===== src/rtl/sck_gen_prog_if.sv =====
// Control/status bundle between the register file (master) and the burst
// SCK generator (slave).
interface sck_gen_prog_if #(
    parameter int unsigned DIV_W   = 8,
    parameter int unsigned NBITS_W = 6
);
    logic [DIV_W-1:0]   div;
    logic               cpol;
    logic [NBITS_W-1:0] nbits;
    logic               start;
    logic               abort;
    logic               sck;
    logic               busy;
    logic               done;
    logic               lead_stb;
    logic               trail_stb;

    modport master (
        output div, cpol, nbits, start, abort,
        input  sck, busy, done, lead_stb, trail_stb
    );

    modport slave (
        input  div, cpol, nbits, start, abort,
        output sck, busy, done, lead_stb, trail_stb
    );
endinterface


===== src/rtl/sck_gen_prog.sv =====
// Burst-mode programmable SCK generator: counted SCK periods with selectable
// idle polarity, plus one-cycle leading/trailing edge strobes for the shifter.
module sck_gen_prog #(
    parameter int unsigned DIV_W   = 8,
    parameter int unsigned NBITS_W = 6
) (
    input  logic           clk_fpga,
    input  logic           rst_n,
    sck_gen_prog_if.slave  bus
);
    localparam int unsigned ECNT_W = NBITS_W + 1;

    typedef enum logic {IDLE, RUN} state_e;

    state_e             state_q;
    logic [DIV_W-1:0]   div_q;
    logic [DIV_W-1:0]   hcnt_q;
    logic [ECNT_W-1:0]  ecnt_q;
    logic               cpol_q;
    logic               sck_q;
    logic               done_q;
    logic               lead_q;
    logic               trail_q;

    always_ff @(posedge clk_fpga or negedge rst_n) begin
        if (!rst_n) begin
            state_q <= IDLE;
            div_q   <= '0;
            hcnt_q  <= '0;
            ecnt_q  <= '0;
            cpol_q  <= 1'b0;
            sck_q   <= 1'b0;
            done_q  <= 1'b0;
            lead_q  <= 1'b0;
            trail_q <= 1'b0;
        end else begin
            done_q  <= 1'b0;
            lead_q  <= 1'b0;
            trail_q <= 1'b0;
            case (state_q)
                IDLE: begin
                    sck_q <= bus.cpol;
                    if (bus.start) begin
                        if (bus.nbits != '0) begin
                            div_q   <= bus.div;
                            cpol_q  <= bus.cpol;
                            hcnt_q  <= bus.div;
                            ecnt_q  <= {bus.nbits, 1'b0};
                            state_q <= RUN;
                        end else begin
                            done_q <= 1'b1;
                        end
                    end
                end
                RUN: begin
                    // Abort wins over a coincident final toggle: no done, no strobe.
                    if (bus.abort) begin
                        state_q <= IDLE;
                        sck_q   <= cpol_q;
                    end else if (hcnt_q != '0) begin
                        hcnt_q <= hcnt_q - DIV_W'(1);
                    end else begin
                        sck_q  <= ~sck_q;
                        hcnt_q <= div_q;
                        ecnt_q <= ecnt_q - ECNT_W'(1);
                        if (sck_q == cpol_q) begin
                            lead_q <= 1'b1;
                        end else begin
                            trail_q <= 1'b1;
                        end
                        if (ecnt_q == ECNT_W'(1)) begin
                            state_q <= IDLE;
                            done_q  <= 1'b1;
                        end
                    end
                end
                default: state_q <= IDLE;
            endcase
        end
    end

    assign bus.sck       = sck_q;
    assign bus.busy      = (state_q == RUN);
    assign bus.done      = done_q;
    assign bus.lead_stb  = lead_q;
    assign bus.trail_stb = trail_q;
endmodule


===== src/flat_wrapper.sv =====
// flat-port wrapper written by rule: the top's interface ports become plain ports
module sck_gen_prog_flat 
#(
    parameter int unsigned DIV_W   = 8,
    parameter int unsigned NBITS_W = 6
)
  (clk_fpga, rst_n, bus_div, bus_cpol, bus_nbits, bus_start, bus_abort, bus_sck, bus_busy, bus_done, bus_lead_stb, bus_trail_stb);
  sck_gen_prog_if #(.DIV_W(DIV_W), .NBITS_W(NBITS_W)) bus_i ();
  input  logic clk_fpga;
  input  logic rst_n;
  input wire logic [$bits(bus_i.div)-1:0] bus_div;
  input wire logic [$bits(bus_i.cpol)-1:0] bus_cpol;
  input wire logic [$bits(bus_i.nbits)-1:0] bus_nbits;
  input wire logic [$bits(bus_i.start)-1:0] bus_start;
  input wire logic [$bits(bus_i.abort)-1:0] bus_abort;
  output wire logic [$bits(bus_i.sck)-1:0] bus_sck;
  output wire logic [$bits(bus_i.busy)-1:0] bus_busy;
  output wire logic [$bits(bus_i.done)-1:0] bus_done;
  output wire logic [$bits(bus_i.lead_stb)-1:0] bus_lead_stb;
  output wire logic [$bits(bus_i.trail_stb)-1:0] bus_trail_stb;
  assign bus_i.div = bus_div;
  assign bus_i.cpol = bus_cpol;
  assign bus_i.nbits = bus_nbits;
  assign bus_i.start = bus_start;
  assign bus_i.abort = bus_abort;
  assign bus_sck = bus_i.sck;
  assign bus_busy = bus_i.busy;
  assign bus_done = bus_i.done;
  assign bus_lead_stb = bus_i.lead_stb;
  assign bus_trail_stb = bus_i.trail_stb;
  sck_gen_prog #(.DIV_W(DIV_W), .NBITS_W(NBITS_W)) u_core (.clk_fpga(clk_fpga), .rst_n(rst_n), .bus(bus_i));
endmodule

===== config.mk =====
export PLATFORM = sky130hd
export DESIGN_NAME = sck_gen_prog_flat
export DESIGN_NICKNAME = d
export VERILOG_FILES = /design/src/rtl/sck_gen_prog_if.sv /design/src/rtl/sck_gen_prog.sv /design/src/flat_wrapper.sv
export SDC_FILE = /design/constraint.sdc
export NUM_CORES = 1
export LEC_CHECK = 0
export CORE_MARGIN = 1.5
export CORE_UTILIZATION = 58
export DETAILED_ROUTE_END_ITERATION = 16
export PLACE_DENSITY = 0.82
export SLEW_MARGIN = 20
export SYNTH_ARGS = -nofsm -noshare
export SYNTH_HDL_FRONTEND = slang
export SYNTH_SLANG_ARGS = --single-unit
export TNS_END_PERCENT = 20

===== constraint.sdc =====
create_clock -name clk_fpga -period 4.22 [get_ports clk_fpga]
set_input_delay 1.055 -clock clk_fpga [delete_from_list [all_inputs] [get_ports clk_fpga]]
set_output_delay 1.055 -clock clk_fpga [all_outputs]
set_load 0.01 [all_outputs]

==> summary.md, run 1 <==
| Metric | Value |
|---|---|
| Post-synthesis register bit count | `29` |
| Starting Density | `61.10%` |
| Post-synthesis async set-or-reset flop share | `100.0%` |
| FF+latch area | `725.7 um2` |
| Cells after Synth | `188` |
| Slew @ Worst Pin | `0.7351 ns` |
| Antenna cells | `0` |
| Register area share after synthesis | `43.45%` |
| CTS tree | `yes` |
| CTS sink cnt | `29` |
| Clk root buf | `clkbuf_4` |
| Adder-cell share of the synthesized area | `2.996%` |
| PnR worst setup slack | `1.317 ns` |
| Drt first pass iters | `4` |
| RSZ-0062 raised after global routing | `false` |
| Mux cell area share after synthesis | `0%` |
| XOR/XNOR Fraction of Synth Area | `1.573%` |
| Most frequent cells in the layout | `nand2_1, dfrtp_1, clkdlybuf4s50_1` |
| Net Count, Synth | `211` |
| Hold Path Depth | `2` |
| Via-to-Cell Ratio | `6.471` |
| First-pass GRT wire length | `7.196 mm` |
| Synth-to-layout area growth | `17.75%` |
| Multi-input logic area | `874.6 um2` |
| Resized Gates After CTS | `0` |
| Clock Latency Late Sink | `0.33 ns` |
| TritonCTS Buffers | `5` |
| M2 GR Usage | `46.35%` |
| H-tree Lvls | `2` |
| Final ANT Viol Nets | `0` |
| Power Density | `482.0 nW/um2` |
| Maximum clock insertion buffer count | `2` |
| WP data required | `4.45 ns` |
| Global-route usage over all layers | `29.41%` |
| Critical path peak fanout | `22` |
| Final Power | `0.0009480 W` |
| Synth unique cells | `48` |
| Synth area leader | `dfrtp_1` |
| Synth area leaders | `dfrtp_1, nand2_1, nor3_1` |
| Main synth FF type | `dfrtp_1` |
| Fmax achieved | `344.4 MHz` |
| DR vias | `1579` |
| DP Area | `1918 um2` |
| Number of fill cells | `212` |
| Fraction of the mapped netlist area in simple logic gates | `27.64%` |
| WL/cell | `17.39 um` |
| Remaining DRCs | `0` |
| Final slew viol count | `0` |
| Die height | `56.67 um` |
| Syn Area/Cell | `8.885 um2` |
| Main combinational cell family by area after synthesis | `simple AND/OR/NAND/NOR gates` |
| Worst setup SP type | `primary input` |
| Synth Area in Compound Gates | `20.15%` |
| R2r worst-path depth | `6` |
| Hold/Removal Path Class | `reg -> reg` |
| Hold_buf cts | `0` |
| Post-CTS setup buffers | `0` |
| WP data arrival | `3.13 ns` |
| Detail Placement HPWL | `2.995 mm` |
| Synthesis Warnings | `0` |
| Std-Cell Rows | `19` |
| Pre-CTS setup slack | `1.012 ns` |
| Clock Skew | `0.009246 ns` |
| Grt total ovfl | `0` |
| Endpoints failing hold | `0` |
| Commonest non-fill, non-tap cell in the layout | `nand2_1` |
| Final nets | `235` |
| Die ar. | `3211 um2` |
| CP Class | `in -> reg` |
| Final Cell Area | `1967 um2` |
| Post-synth EDFFs | `0` |
| Vias in the first global route | `1556` |
| Die width | `56.67 um` |
| Largest net degree at the start of global routing | `30` |
| Total core area | `2734 um2` |
| Met3 Track Usage GR | `9.217%` |
| GR Util met1 | `38.17%` |
| Final min period | `2.903 ns` |
| Layout cells sized above 1 | `6.573%` |
| Fin Setup TNS | `0 ns` |
| DRT iter0 DRCs | `104` |
| Worst vdd ir | `0.0003862 V` |
| Relative slew slack | `50.99%` |
| CP endpoint kind | `register` |
| Max-Cap Viols | `0` |
| Outcome | `finished, final reports clean` |
| CTS clk-pin slew, worst paths | `0.09 ns` |
| Total Wirelength | `4.242 mm` |
| Boundary Pins | `24` |
| Setup violators final | `0` |
| Share of Yosys cell area claimed by the top area cell type | `43.45%` |
| GRT Max-Usage Layer | `met2` |
| IO buf count | `23` |
| Initial antenna violation count | `0` |
| Fin crit share | `68.80%` |
| Lkg Pwr | `0.8171 nW` |
| Placer Congestion | `0.8518` |
| Post-Synthesis Cell Area | `1670 um2` |
==> critical path, cell delays in order <==
cell             delay (ns)
clkdlybuf4s50_1        0.42
nor4_1                 0.45
a21o_1                 0.67
nand2_1                0.32
o2bb2ai_1              0.21
==> metal layers <==
layer / vias to the layer above / part of all wire [%]
li1: 746 / -
met1: 765 / 46
met5: - / 0
met3: 7 / 6.2
met4: 0 / 1.1
met2: 61 / 47
==> sequential cells by signal, indices dropped and copies added (netlist names) <==
register and count:
u_core.ecnt_q 7, u_core.cpol_q 1, u_core.bus.trail_stb 1, u_core.hcnt_q 8, u_core.bus.lead_stb 1, u_core.bus.busy 1
u_core.bus.done 1, u_core.div_q 8, u_core.bus.sck 1
==> cell families after synthesis <==
| group | count (synthesis) |
|---|---|
| buffers and inverters | 16 |
| XOR/XNOR | 3 |
| flip-flops | 29 |
| AND/OR/NAND/NOR | 88 |
| adder cells (fa/ha/maj) | 4 |
| AO/OA/AOI/OAI | 48 |
==> final timing paths <==
path | start | to | slack [ns]
min reg2reg | u_core.div_q[6]$_DFFE_PN0P_ | u_core.div_q[6]$_DFFE_PN0P_ | 0.47
max in group asynchronous | rst_n | u_core.div_q[4]$_DFFE_PN0P_ | 2.85
min | u_core.div_q[6]$_DFFE_PN0P_ | u_core.div_q[6]$_DFFE_PN0P_ | 0.47
max reg2reg | u_core.hcnt_q[0]$_DFFE_PN0P_ | u_core.ecnt_q[6]$_DFFE_PN0P_ | 2.06
max | bus_nbits[2] | u_core.hcnt_q[0]$_DFFE_PN0P_ | 1.32
min in group asynchronous | rst_n | u_core.hcnt_q[1]$_DFFE_PN0P_ | 1.09
==> final cells by class <==
type / count / share of cell area, %
Clock buffer: 8 / 2.481
Inverter: 7 / 1.336
Multi-Input combinational cell: 143 / 44.47
Sequential cell: 29 / 36.90
Tap cell: 31 / 1.972
Timing Repair Buffer: 26 / 12.85
==> through the flow <==
step,std cells,utilization [%],hold WS (ns)
detailed placement,236,70.16,0.4567
finish,244,71.95,0.4728
CTS,244,71.95,0.4773
global placement,236,70.16,0.4528
global route,244,71.95,0.4994
floorplan,188,-,0.4406
==> report_power, final <==
part	switching, W	total (W)	internal, W
Clock	0.0000959	0.000162	0.0000663
Combinational	0.000182	0.000337	0.000155
Sequential	0.0000967	0.000449	0.000352
Total	0.000375	0.000948	0.000573
==> Yosys cell counts (all sizes together) (3+ instances only) <==
library cell	n
a2bb2oi	3
o22ai	3
nand3	9
nand2	32
clkbuf	6
a21oi	4
nand2b	3
nor2	10
buf	3
o211ai	3
inv	7
xnor2	3
a31oi	6
nor3	16
o21ai	10
nor4	3
dfrtp	29
ha	4
(Power assumes the default switching activity.)
==> run 2, diff against run 1 <==
--- a/config.mk
+++ b/config.mk
@@ -6,9 +6,9 @@
 export NUM_CORES = 1
 export LEC_CHECK = 0
 export CORE_MARGIN = 1.5
-export CORE_UTILIZATION = 58
+export CORE_UTILIZATION = 48
 export DETAILED_ROUTE_END_ITERATION = 16
-export PLACE_DENSITY = 0.82
+export PLACE_DENSITY = 0.73
 export SLEW_MARGIN = 20
 export SYNTH_ARGS = -nofsm -noshare
 export SYNTH_HDL_FRONTEND = slang
==> constraint.sdc (replaced) <==
create_clock -name clk_fpga -period 2.6 [get_ports clk_fpga]
set_input_delay 0.65 -clock clk_fpga [delete_from_list [all_inputs] [get_ports clk_fpga]]
set_output_delay 0.65 -clock clk_fpga [all_outputs]
set_load 0.01 [all_outputs]
==> run 2 against run 1 <==
Clock skew grew 0.0041 ns. Largest power group unchanged. Hold slack gained 0.0097 ns. Wire length shrank 1.2%. Combinational power grew 65%. Clock power grew 70%. Via count shrank 2.5%.
==> summary.md, run 2 (synthesis gave the netlist of run 1 again) <==
| Metric | Value |
|---|---|
| DRT iter0 DRCs | `137 (was 104)` |
| Synth-to-layout area growth | `21.05% (was 17.75%)` |
| Die width | `61.99 um (was 56.67 um)` |
| Boundary Pins | `24 (unchanged)` |
| Int Pwr | `0.0009621 W (was 0.0005732 W)` |
| DP Cell Count | `255 (was 236)` |
| Initial antenna violation count | `0 (unchanged)` |
| Sequential power share | `46.9% (was 47.3%)` |
| Global-route usage over all layers | `24.90% (was 29.41%)` |
| WHS | `0.4825 ns (was 0.4728 ns)` |
| CTS sink cnt | `29 (unchanged)` |
| Comb pwr share | `35.6% (about the same)` |
| Worst vdd ir | `0.0003530 V (was 0.0003862 V)` |
| CP endpoint kind | `register (unchanged)` |
| Most frequent cells in the layout | `nand2_1, dfrtp_1, clkdlybuf4s50_1 (unchanged)` |
| Commonest non-fill, non-tap cell in the layout | `nand2_1 (unchanged)` |
| RSZ-0062 raised after global routing | `false (unchanged)` |
| Detail Placement HPWL | `3.038 mm (was 2.995 mm)` |
| Slowest-stage cell, CP | `clkdlybuf4s50_1 (was a21o_1)` |
| Number of fill cells | `296 (was 212)` |
| Clock Skew | `0.01337 ns (was 0.009246 ns)` |
| Power Density | `774.6 nW/um2 (was 482.0 nW/um2)` |
| CP Cell Sequence | `clkdlybuf4s50_1 > nor4_1 > a21o_1 > buf_4 > a32oi_1 > o2bb2ai_1 (was clkdlybuf4s50_1 > nor4_1 > a21o_1 > nand2_1 > o2bb2ai_1)` |
| Final min period | `2.128 ns` |
| Post-CTS setup buffers | `0 (unchanged)` |
| First-pass GRT wire length | `6.844 mm (was 7.196 mm)` |
| Fmax achieved | `469.9 MHz` |
| Hold_buf cts | `0 (unchanged)` |
| CP delay by family, top | `buffers and inverters (was compound AO/OA/AOI/OAI gates)` |
| WP data required | `2.86 ns (was 4.45 ns)` |
| Final slew viol count | `0 (unchanged)` |
| Clk root buf | `clkbuf_4 (unchanged)` |
| Resized Gates After CTS | `0 (unchanged)` |
| Regs by FF count | `u_core.div_q: 8 flops, u_core.hcnt_q: 8 flops, u_core.ecnt_q: 7 flops (unchanged)` |
| Switching part of the total power | `38.57% (was 39.53%)` |
| Outcome | `finished, final reports clean (unchanged)` |
| WL/cell | `15.99 um (was 17.39 um)` |
| CTS clk-pin slew, worst paths | `0.08 ns (was 0.09 ns)` |
| Starting Density | `50.06% (was 61.10%)` |
| Final ANT Viol Nets | `0 (unchanged)` |
| Fin crit share | `81.86%` |
| TritonCTS Buffers | `5 (unchanged)` |
| Critical path depth | `6 (was 5)` |
| DR vias | `1540 (was 1579)` |
| Endpoints failing hold | `0 (unchanged)` |
| Via-to-Cell Ratio | `5.878 (was 6.471)` |
| Grt total ovfl | `0 (unchanged)` |
| Final nets | `239 (was 235)` |
| CTS tree | `yes (unchanged)` |
| CP Buf/Inv Count | `2 (was 1)` |
| Lkg Pwr | `0.8423 nW (was 0.8171 nW)` |
| Drt first pass iters | `4 (unchanged)` |
| Fin Setup TNS | `0 ns (unchanged)` |
| Placer Congestion | `0.8272 (was 0.8518)` |
| Hold Path Depth | `2 (unchanged)` |
| Slew @ Worst Pin | `0.5200 ns (was 0.7351 ns)` |
| Switch Pwr | `0.0006042 W (was 0.0003747 W)` |
| Maximum clock insertion buffer count | `2 (unchanged)` |
| Critical path peak fanout | `15 (was 22)` |
| Die ar. | `3843 um2 (was 3211 um2)` |
| Crit-path max cell delay | `0.44 ns (was 0.67 ns)` |
| Layout cells sized above 1 | `8.796% (was 6.573%)` |
| Setup violators final | `0 (unchanged)` |
| WP data arrival | `2.39 ns (was 3.13 ns)` |
| Total core area | `3337 um2 (was 2734 um2)` |
| Remaining DRCs | `0 (unchanged)` |
| Antenna cells | `0 (unchanged)` |
| Max-Cap Viols | `0 (unchanged)` |
| Std-Cell Rows | `21 (was 19)` |
| Final Power | `0.001566 W (was 0.0009480 W)` |
| Clk pwr share | `17.5% (was 17.1%)` |
| IO buf count | `23 (unchanged)` |
| H-tree Lvls | `2 (unchanged)` |
| Clock Latency Late Sink | `0.34 ns (was 0.33 ns)` |
| Largest net degree at the start of global routing | `30 (unchanged)` |
| Hold/Removal Path Class | `reg -> reg (unchanged)` |
| R2r worst-path depth | `6 (unchanged)` |
| Worst setup SP type | `primary input (unchanged)` |
| Vias in the first global route | `1435 (was 1556)` |
| Total Wirelength | `4.189 mm (was 4.242 mm)` |
| Relative slew slack | `65.26% (was 50.99%)` |
| CP Class | `in -> reg (unchanged)` |
| Cell Count, Final, Fillers Out | `262 (was 244)` |
| Die height | `61.99 um (was 56.67 um)` |
## run 2: cell types whose count changed in the layout (fill, tap and decap cells not counted)
| cell | previous run | this run |
|---|---|---|
| clkbuf_1 | 3 | 1 |
| clkbuf_8 | 0 | 1 |
| buf_4 | 3 | 7 |
## run 2: tightest hold or removal path, cell delays in order (launching register included)
cell     delay (ns)
dfrtp_1        0.35
nand2_1        0.05
nand2_1        0.06
## run 2: cell type report
| type | count | area, um2 | area share [%] |
|---|---|---|---|
| Clock buffer | 7 | 55.05 | 2.723 |
| Inverter | 7 | 26.28 | 1.300 |
| Multi-Input combinational cell | 143 | 874.6 | 43.25 |
| Sequential cell | 29 | 725.7 | 35.89 |
| Tap cell | 46 | 57.56 | 2.847 |
| Timing Repair Buffer | 30 | 282.8 | 13.99 |
## run 2: worst paths after layout
check                                        startpoint                            to  slack [ns]
max                                        bus_nbits[2]  u_core.hcnt_q[0]$_DFFE_PN0P_        0.47
min                         u_core.div_q[6]$_DFFE_PN0P_   u_core.div_q[6]$_DFFE_PN0P_        0.48
max reg2reg                u_core.hcnt_q[0]$_DFFE_PN0P_     u_core.bus.busy$_DFF_PN0_        0.51
min reg2reg                 u_core.div_q[6]$_DFFE_PN0P_   u_core.div_q[6]$_DFFE_PN0P_        0.48
max in group asynchronous                         rst_n  u_core.ecnt_q[0]$_DFFE_PN0P_        1.64
min in group asynchronous                         rst_n   u_core.div_q[7]$_DFFE_PN0P_        0.68
## run 2: power groups by stage
stage | combinational (W) | sequential [W] | clock, W
2_1_floorplan | 0.000430 | 0.000675 | 0
3_3_place_gp | 0.000530 | 0.000723 | 0
3_5_place_dp | 0.000551 | 0.000736 | 0
4_1_cts | 0.000555 | 0.000726 | 0.000285
5_1_grt | 0.000618 | 0.000757 | 0.000308
6_report | 0.000557 | 0.000735 | 0.000275
## run 2: metal layers
metal / GRT usage, % / part of all wire [%] / vias up
li1: - / - / 748
met1: 34.11 / 45 / 719
met3: 6.418 / 7.4 / 7
met5: 0 / 0 / -
met4: 10.03 / 1.4 / 0
met2: 37.50 / 46 / 66
## run 2: through the flow
stage	worst slack (ns)	util, %	area, um2
final	0.4717	60.59	2022
after global routing	0.3775	60.59	2022
after CTS	0.5032	60.59	2022
after detailed placement	0.1607	58.94	1967
after global placement	0.2450	58.94	1967
after floorplan	0.7845	-	1670
==> run 3, diff against run 2 <==
--- a/config.mk
+++ b/config.mk
@@ -6,9 +6,9 @@
 export NUM_CORES = 1
 export LEC_CHECK = 0
 export CORE_MARGIN = 1.5
-export CORE_UTILIZATION = 48
+export CORE_UTILIZATION = 54
 export DETAILED_ROUTE_END_ITERATION = 16
-export PLACE_DENSITY = 0.73
+export PLACE_DENSITY = 0.77
 export SLEW_MARGIN = 20
 export SYNTH_ARGS = -nofsm -noshare
 export SYNTH_HDL_FRONTEND = slang
==> constraint.sdc (replaced) <==
create_clock -name clk_fpga -period 2 [get_ports clk_fpga]
set_input_delay 0.5 -clock clk_fpga [delete_from_list [all_inputs] [get_ports clk_fpga]]
set_output_delay 0.5 -clock clk_fpga [all_outputs]
set_load 0.01 [all_outputs]
==> run 3 against run 2 <==
Core utilization rose by 13 points. Sequential power up 30%. Critical path depth unchanged. Sequential share of layout area fell by 1.5 points. Critical path type is now reg -> reg. Clock skew decreased by 0.0027 ns. Register-to-register slack worse by 0.43 ns. Largest power group unchanged. Die area shrank 11%. Wire length is 6.9% higher. Power up 36%. Hold slack better by 0.0021 ns. Via count increased by 9.0%. Worst setup slack lost 0.39 ns.
==> summary.md, run 3 (synthesis gave the netlist of run 1 again) <==
| Metric | Value |
|---|---|
| Final Power | `0.002131 W (was 0.001566 W)` |
| Regs by FF count | `u_core.div_q: 8 flops, u_core.hcnt_q: 8 flops, u_core.ecnt_q: 7 flops (unchanged)` |
| Switching part of the total power | `38.84% (was 38.57%)` |
| Final ANT Viol Nets | `0 (unchanged)` |
| Number of fill cells | `214 (was 296)` |
| Grt total ovfl | `0 (unchanged)` |
| Critical path peak fanout | `6 (was 15)` |
| CTS clk-pin slew, worst paths | `0.09 ns (was 0.08 ns)` |
| Outcome | `finished, final reports clean (unchanged)` |
| Relative slew slack | `64.40% (was 65.26%)` |
| R2r worst-path depth | `6 (unchanged)` |
| WP data required | `2.20 ns (was 2.86 ns)` |
| WP data arrival | `2.13 ns (was 2.39 ns)` |
| Fin crit share | `96.16%` |
| Largest net degree at the start of global routing | `30 (unchanged)` |
| TritonCTS Buffers | `5 (unchanged)` |
| Final min period | `1.923 ns` |
| Total Wirelength | `4.478 mm (was 4.189 mm)` |
| Die width | `58.62 um (was 61.99 um)` |
| Remaining DRCs | `0 (unchanged)` |
| Final slew viol count | `0 (unchanged)` |
| R2R Setup Slk | `0.08 ns (was 0.51 ns)` |
| Clk root buf | `clkbuf_4 (unchanged)` |
| Antenna cells | `0 (unchanged)` |
| CP Class | `reg -> reg (was in -> reg)` |
| CP Cell Sequence | `inv_2 > ha_1 > or4b_4 > nor3_4 > nor2_2 > o22a_1 (was clkdlybuf4s50_1 > nor4_1 > a21o_1 > buf_4 > a32oi_1 > o2bb2ai_1)` |
| CP delay by family, top | `simple AND/OR/NAND/NOR gates (was buffers and inverters)` |
| Finished Core Util | `74.04% (was 60.59%)` |
| Pre-CTS setup slack | `-0.2484 ns (was 0.1607 ns)` |
| CP Buf/Inv Count | `1 (was 2)` |
| Worst vdd ir | `0.0005867 V (was 0.0003530 V)` |
| Fmax achieved | `520.0 MHz` |
| Endpoints failing hold | `0 (unchanged)` |
| Slowest-stage cell, CP | `or4b_4 (was clkdlybuf4s50_1)` |
| IO buf count | `23 (unchanged)` |
| Lkg Pwr | `0.9018 nW (was 0.8423 nW)` |
| WL/cell | `17.36 um (was 15.99 um)` |
| DR vias | `1679 (was 1540)` |
| Reg-to-reg critical path endpoint | `u_core.ecnt_q[2]$_DFFE_PN0P_ (was u_core.bus.busy$_DFF_PN0_)` |
| Power Density | `1009 nW/um2 (was 774.6 nW/um2)` |
| Sequential power share | `44.8% (was 46.9%)` |
| Hold Path Depth | `2 (unchanged)` |
| H-tree Lvls | `2 (unchanged)` |
| CTS sink cnt | `29 (unchanged)` |
| Layout cells sized above 1 | `15.42% (was 8.796%)` |
| Worst Hold End | `u_core.div_q[5]$_DFFE_PN0P_ (was u_core.div_q[6]$_DFFE_PN0P_)` |
| Die height | `58.62 um (was 61.99 um)` |
| Starting Density | `58.55% (was 50.06%)` |
| Int Pwr | `0.001303 W (was 0.0009621 W)` |
| Max-Cap Viols | `0 (unchanged)` |
| PnR worst setup slack | `0.07688 ns (was 0.4717 ns)` |
| Vias in the first global route | `1601 (was 1435)` |
| Via-to-Cell Ratio | `6.508 (was 5.878)` |
| Crit-path max cell delay | `0.54 ns (was 0.44 ns)` |
| Initial antenna violation count | `0 (unchanged)` |
| Critical R2R Launch | `u_core.hcnt_q[0]$_DFFE_PN0P_ (unchanged)` |
| Placer Congestion | `0.9534 (was 0.8272)` |
| Slew @ Worst Pin | `0.5328 ns (was 0.5200 ns)` |
| Global-route usage over all layers | `28.72% (was 24.90%)` |
| WHS | `0.4846 ns (was 0.4825 ns)` |
| Final nets | `250 (was 239)` |
| Comb pwr share | `38.5% (was 35.6%)` |
| Die ar. | `3436 um2 (was 3843 um2)` |
| First-pass GRT wire length | `7.493 mm (was 6.844 mm)` |
| Setup violators final | `0 (unchanged)` |
| RSZ-0062 raised after global routing | `true (was false)` |
| CP endpoint kind | `register (unchanged)` |
| Clk pwr share | `16.6% (was 17.5%)` |
| Total core area | `2853 um2 (was 3337 um2)` |
| Commonest non-fill, non-tap cell in the layout | `nand2_1 (unchanged)` |
| Drt first pass iters | `4 (unchanged)` |
| Detail Placement HPWL | `3.409 mm (was 3.038 mm)` |
| Boundary Pins | `24 (unchanged)` |
| Hold wc startpoint | `u_core.div_q[5]$_DFFE_PN0P_ (was u_core.div_q[6]$_DFFE_PN0P_)` |
| Clock Latency Late Sink | `0.31 ns (was 0.34 ns)` |
| DRT iter0 DRCs | `132 (was 137)` |
| Hold/Removal Path Class | `reg -> reg (unchanged)` |
| Maximum clock insertion buffer count | `2 (unchanged)` |
| CTS tree | `yes (unchanged)` |
| Std-Cell Rows | `19 (was 21)` |
| Clock Skew | `0.01069 ns (was 0.01337 ns)` |
| Most frequent cells in the layout | `nand2_1, dfrtp_1, clkdlybuf4s50_1 (unchanged)` |
| Switch Pwr | `0.0008276 W (was 0.0006042 W)` |
| Synth-to-layout area growth | `26.44% (was 21.05%)` |
| Worst setup SP type | `register (was primary input)` |
==> run 3: metal layers <==
metal | vias to the layer above | global-route usage, % | part of all wire, %
met1 | 798 | 42.39 | 44
met4 | 0 | 12.34 | 1.9
li1 | 771 | - | -
met2 | 98 | 42.05 | 46
met3 | 12 | 4.396 | 8.7
met5 | - | 0 | 0
==> run 3: final cells by class <==
class / instances / area (um2) / share of cell area [%]
Multi-Input combinational cell: 143 / 900.9 / 42.65
Tap cell: 31 / 38.79 / 1.836
Timing Repair Buffer: 41 / 365.4 / 17.30
Clock buffer: 7 / 55.05 / 2.607
Inverter: 7 / 26.28 / 1.244
Sequential cell: 29 / 725.7 / 34.36
==> run 3: stage by stage <==
step	area, um2	std cells	setup TNS, ns
global placement	2023	250	-0.6487
global route	2112	258	-0.0008620
finish	2112	258	0
floorplan	1670	188	0
CTS	2083	257	0
detailed placement	2023	250	-4.259
==> run 3: power by group through the flow <==
| stage | logic, W | registers (W) | clock network (W) |
|---|---|---|---|
| 2_1_floorplan | 0.000559 | 0.000877 | 0 |
| 3_3_place_gp | 0.000739 | 0.000935 | 0 |
| 3_5_place_dp | 0.000767 | 0.000952 | 0 |
| 4_1_cts | 0.000775 | 0.000940 | 0.000358 |
| 5_1_grt | 0.000901 | 0.000977 | 0.000385 |
| 6_report | 0.000821 | 0.000955 | 0.000355 |
==> run 3: repair_timing <==
action,CTS,global route
cloned,0,0
buffers inserted,0,1
pin swaps,1,0
endpoints found under the setup margin,2,12
hold buffers,0,0
resized for setup,1,8
==> run 3: worst min-delay path: stages (launching register included) <==
cell and delay (ns):
dfrtp_1 0.34, nand2_1 0.05, nand2_1 0.06
==> run 3: how the worst max path moves through the flow <==
stage,start,slack [ns],depth (start not counted),to
2_1_floorplan,u_core.hcnt_q[0]$_DFFE_PN0P_,0.19,6,u_core.ecnt_q[2]$_DFFE_PN0P_
3_3_place_gp,bus_nbits[2],-0.08,7,u_core.hcnt_q[0]$_DFFE_PN0P_
3_5_place_dp,bus_nbits[2],-0.25,7,u_core.hcnt_q[5]$_DFFE_PN0P_
4_1_cts,u_core.hcnt_q[1]$_DFFE_PN0P_,0.02,6,u_core.hcnt_q[6]$_DFFE_PN0P_
5_1_grt,u_core.hcnt_q[0]$_DFFE_PN0P_,-0.0009,6,u_core.ecnt_q[5]$_DFFE_PN0P_
6_report,u_core.hcnt_q[0]$_DFFE_PN0P_,0.08,6,u_core.ecnt_q[2]$_DFFE_PN0P_
